[src/rtl/fsm_responder_pkg.sv]
// Shared encodings and default widths for the fsm_responder worker.
// Imported by fsm_responder and countdown_reg.
package fsm_responder_pkg;

   localparam int LEN_W_DEF   = 8;
   localparam int JOBS_W_DEF  = 16;
   localparam int STATE_W_DEF = 8;

   localparam logic [STATE_W_DEF-1:0] ST_IDLE = 8'd0;
   localparam logic [STATE_W_DEF-1:0] ST_RUN  = 8'd1;
   localparam logic [STATE_W_DEF-1:0] ST_DONE = 8'd2;

endpackage

[src/rtl/countdown_reg.sv]
// Loadable down-counter for the job length; one_hit flags the final RUN cycle.
module countdown_reg
   import fsm_responder_pkg::*;
#(
   parameter int LEN_W = LEN_W_DEF
) (
   input  logic             clock,
   input  logic             reset,
   input  logic             load,
   input  logic             en,
   input  logic [LEN_W-1:0] load_value,
   output logic [LEN_W-1:0] value,
   output logic             one_hit
);

   logic [LEN_W-1:0] count_reg;

   always_ff @(posedge clock or posedge reset) begin
      if (reset) begin
         count_reg <= '0;
      end else if (load) begin
         count_reg <= load_value;
      end else if (en) begin
         count_reg <= count_reg - LEN_W'(1);
      end
   end

   assign value   = count_reg;
   assign one_hit = (count_reg == LEN_W'(1));

endmodule

[src/rtl/fsm_responder.sv]
// Worker end of the start/done handshake: counts a job of length len, then pulses done.
// Optional sticky overrun output enabled by defining FSM_RESPONDER_OVERRUN_EN.
module fsm_responder
   import fsm_responder_pkg::*;
#(
   parameter int LEN_W   = LEN_W_DEF,
   parameter int JOBS_W  = JOBS_W_DEF,
   parameter int STATE_W = STATE_W_DEF
) (
   input  logic               clock,
   input  logic               reset,
   input  logic               start,
   input  logic [LEN_W-1:0]   len,
   output logic               done,
   output logic               busy,
   output logic [STATE_W-1:0] state,
   output logic [JOBS_W-1:0]  jobs
`ifdef FSM_RESPONDER_OVERRUN_EN
   ,
   output logic               overrun
`endif
);

   localparam logic [STATE_W-1:0] S_IDLE = STATE_W'(ST_IDLE);
   localparam logic [STATE_W-1:0] S_RUN  = STATE_W'(ST_RUN);
   localparam logic [STATE_W-1:0] S_DONE = STATE_W'(ST_DONE);

   logic [STATE_W-1:0] state_reg;
   logic [JOBS_W-1:0]  jobs_reg;
   logic [LEN_W-1:0]   count_value;
   logic               count_one;
   logic               count_load;
   logic               count_en;
   logic               len_nonzero;

   assign len_nonzero = (len != '0);
   assign count_load  = (state_reg == S_IDLE) && start && len_nonzero;
   assign count_en    = (state_reg == S_RUN);

   countdown_reg #(
      .LEN_W(LEN_W)
   ) u_countdown (
      .clock      (clock),
      .reset      (reset),
      .load       (count_load),
      .en         (count_en),
      .load_value (len),
      .value      (count_value),
      .one_hit    (count_one)
   );

   // A zero count in RUN can only follow a corrupted state; leave rather than wrap for 2^LEN_W cycles.
   always_ff @(posedge clock or posedge reset) begin
      if (reset) begin
         state_reg <= S_IDLE;
         jobs_reg  <= '0;
      end else begin
         case (state_reg)
            S_IDLE: begin
               if (start) begin
                  state_reg <= len_nonzero ? S_RUN : S_DONE;
               end
            end
            S_RUN: begin
               if (count_one || (count_value == '0)) begin
                  state_reg <= S_DONE;
               end
            end
            S_DONE: begin
               state_reg <= S_IDLE;
               jobs_reg  <= jobs_reg + JOBS_W'(1);
            end
            default: begin
               state_reg <= S_IDLE;
            end
         endcase
      end
   end

`ifdef FSM_RESPONDER_OVERRUN_EN
   logic overrun_reg;

   always_ff @(posedge clock or posedge reset) begin
      if (reset) begin
         overrun_reg <= 1'b0;
      end else if (start && ((state_reg == S_RUN) || (state_reg == S_DONE))) begin
         overrun_reg <= 1'b1;
      end
   end

   assign overrun = overrun_reg;
`endif

   assign state = state_reg;
   assign jobs  = jobs_reg;
   assign done  = (state_reg == S_DONE);
   assign busy  = (state_reg != S_IDLE);

endmodule

[config.mk]
export PLATFORM = sky130hd
export DESIGN_NAME = fsm_responder
export DESIGN_NICKNAME = d
export VERILOG_FILES = /design/src/rtl/fsm_responder_pkg.sv /design/src/rtl/countdown_reg.sv /design/src/rtl/fsm_responder.sv
export SDC_FILE = /design/constraint.sdc
export NUM_CORES = 1
export LEC_CHECK = 0
export BUFFER_PORTS_ARGS = -buffer_cell sky130_fd_sc_hd__buf_4
export CAP_MARGIN = 10
export CORE_MARGIN = 8
export CORE_UTILIZATION = 55
export DETAILED_ROUTE_END_ITERATION = 7
export GPL_TIMING_DRIVEN = 0
export PLACE_DENSITY = 0.9
export SLEW_MARGIN = 20
export SYNTH_ARGS = -nofsm -noshare
export SYNTH_HDL_FRONTEND = slang
export SYNTH_SLANG_ARGS = --single-unit
[constraint.sdc]
create_clock -name clock -period 4.5 [get_ports clock]
set_input_delay 0.675 -clock clock [delete_from_list [all_inputs] [get_ports clock]]
set_output_delay 0.675 -clock clock [all_outputs]
set_load 0.01 [all_outputs]
==> out/metrics.cfg <==
[floorplan]
die_h_um = 65.8
die_w_um = 65.8
rows = 18
dieArea_sq_um = 4330
start_util_pct = 56.6
io_pins = 37
core_sq_um = 2410

[finish]
antenna_cells = 0
largest_reg_flops = 16
final_area_sq_um = 1670
area_delta_synth_final_pct = 22.3
drive_above_1_share_pct = 26.1
nets = 193

[power]
power.internal_mw = 0.425
p_per_area_nw_per_um2 = 405
combPwrFrac_pct = 35.9
switching_share_pct = 37.0
p_leak_nw = 0.803
power_frac_seq_pct = 50.1
ir_drop_v = 0.000325
finalPower_mw = 0.675
pwr-share-clk_pct = 14.0
p_switching_mw = 0.250

[routing]
wire_per_inst_um = 14.4
drt_iter0_markers = 32
routed_wl_um = 2960
ant_nets = 0
drc = 0
vias = 1120
drtPass1Iterations = 4
via_per_inst = 5.44

[critical_path]
start_kind = flop
critical_path_class = flop to flop
crit_arrival_ns = 2.23
crit_path_max_fanout = 10
worst_ep_required_time_ns = 4.69
end_kind = flop

[timing]
max_freq_mhz = 491
hold_viol_final = 0
maxSlewHeadroom_pct = 35.1
rsz0062_at_grt = false
clock_skew_ns = 0.00286
setup_tns_ns = 0
final_max_slew_viol_count = 0
finalCriticalPeriod_ns = 2.04
setup_violations = 0
worstMarginPinSlew_ns = 0.973
holdWs_ns = 0.497
layout_setup_ws_ns = 2.46
fin_crit_sh_pct = 45.3

[placement]
dpl_cell_area_sq_um = 1650
pre_cts_slack_ns = 2.22
routabilityCongestion = 0.901
io_buffers = 30
dp_hpwl_um = 2390

[cts]
ctsResizeCount = 0
path_clk_slew_ns = 0.13
ctsHoldBuffers = 0
cts_setup_buffers = 0
clock_latency_ns = 0.30
cts_made_buffers = 3
tritoncts = yes
root_buffer = clkbuf_4
clk_path_buf_depth = 2
cts_max_level = 1
clock-sinks = 26

[yosys]
synth_seq_area_share_pct = 47.7
synth_edf_count = 0
async_flop_share_pct = 100
ys_seq_elements = 26
ys_top_cells_by_area = dfrtp_1 48%, xnor2_1 6.4%, nand3_1 4.0%, nand2_1 3.9%, ha_1 3.7%
ys_top_cells_by_count = 26 x dfrtp_1, 14 x nand2_1, 11 x nand3_1
postSynthAreaPerCell_sq_um = 9.88
yosysTopAreaCellShare_pct = 47.7
yosysMostFrequentCell = dfrtp_1
ys.warnings.count = 0
postSynthCellCount = 138
synth_ff_type = dfrtp_1
netlist_area_sq_um = 1360
yosys.cell_types.count = 36
synth_top_area_cell = dfrtp_1

[global_route]
grt_pass1_vias = 1147
grt_max_degree = 27
grt_first_pass_wirelength_um = 5060
grt_usage_pct = 14.2
antenna_found_initial = 0
grt-ovfl-total = 0

[job]
drv_cap = 0

[status]
status = complete, no violations

[min_path]
hold_class = flop to flop

critical path: stages (launching register included):
cell	delay, ns
dfrtp_1	0.47
nor3b_1	0.72
o21ai_1	0.20
buf_2	0.24
a31oi_1	0.18
o211ai_1	0.11
through the flow:
stage	utilization, %	instances
2_1_floorplan	-	143
3_3_place_gp	68.3	203
3_5_place_dp	68.3	203
4_1_cts	69.2	206
5_1_grt	69.2	206
6_report	69.2	206
kinds of logic (layout without fill, tap and decap cells):
family,count (synthesis),after routing,share of synthesized area (%)
mux,1,1,0.826
other cells,1,6,0.275
flops,26,26,47.7
xor+xnor,15,15,9.63
simple gates,63,63,25.1
compound gates,15,15,7.43
buf+inv,13,46,5.32
fa+ha+maj,4,4,3.67
area by class of cell:
type	instances	area (sq um)
multi-input combinational	104	659
buffer	9	57.6
tap	30	37.5
sequential	26	651
clock buffer	3	22.5
inverter	4	15.0
fill	201	742
timing repair buffer	30	225
power groups by stage:
stage / combinational, mW / sequential, mW / clock [mW]
4_1_cts: 0.245 / 0.336 / 0.0966
3_3_place_gp: 0.229 / 0.338 / 0
6_report: 0.242 / 0.338 / 0.0948
3_5_place_dp: 0.246 / 0.340 / 0
2_1_floorplan: 0.179 / 0.329 / 0
5_1_grt: 0.274 / 0.346 / 0.108
layer usage:
metal / up-vias / global-route usage [%] / part of all wire, %
li1: 556 / - / -
met1: 537 / 15.9 / 42
met2: 25 / 25.7 / 52
met3: 2 / 3.39 / 5.8
met4: 0 / 4.36 / 0.37
met5: - / 0 / 0
placed cells by master (no fill, tap or decap):
cell / n
nor3b_1: 2
o22ai_1: 1
or4_2: 2
or4_1: 4
a31oi_1: 3
o211ai_1: 3
clkbuf_1: 2
xnor2_1: 10
or3_1: 3
nor2_1: 8
o21ai_0: 1
conb_1: 6
and3_1: 2
or2b_2: 1
buf_2: 1
o311a_1: 1
a21oi_1: 2
inv_1: 4
nand2_1: 14
buf_4: 36
nand4_1: 4
o31ai_1: 2
nor4_1: 2
or3b_1: 1
mux2_2: 1
dfrtp_1: 26
o21ai_1: 1
or2_2: 2
a32oi_1: 1
ha_1: 4
nor3_1: 3
clkbuf_4: 3
xor2_1: 5
nor2b_1: 2
nand3b_1: 1
nand4b_1: 1
nand3_1: 11
path summary, 6_finish.rpt:
check                      depth (start not counted)                   end  startpoint  slack (ns)
max                                                5  u_countdown.value[2]    state[1]        2.46
min                                                1              jobs[15]    jobs[15]        0.50
max reg2reg                                        5  u_countdown.value[2]    state[1]        2.46
min reg2reg                                        1              jobs[15]    jobs[15]        0.50
max in group asynchronous                          2              jobs[15]       reset        3.33
min in group asynchronous                          2              jobs[11]       reset        0.58
Note: power is estimated with default switching activity, not from simulation.
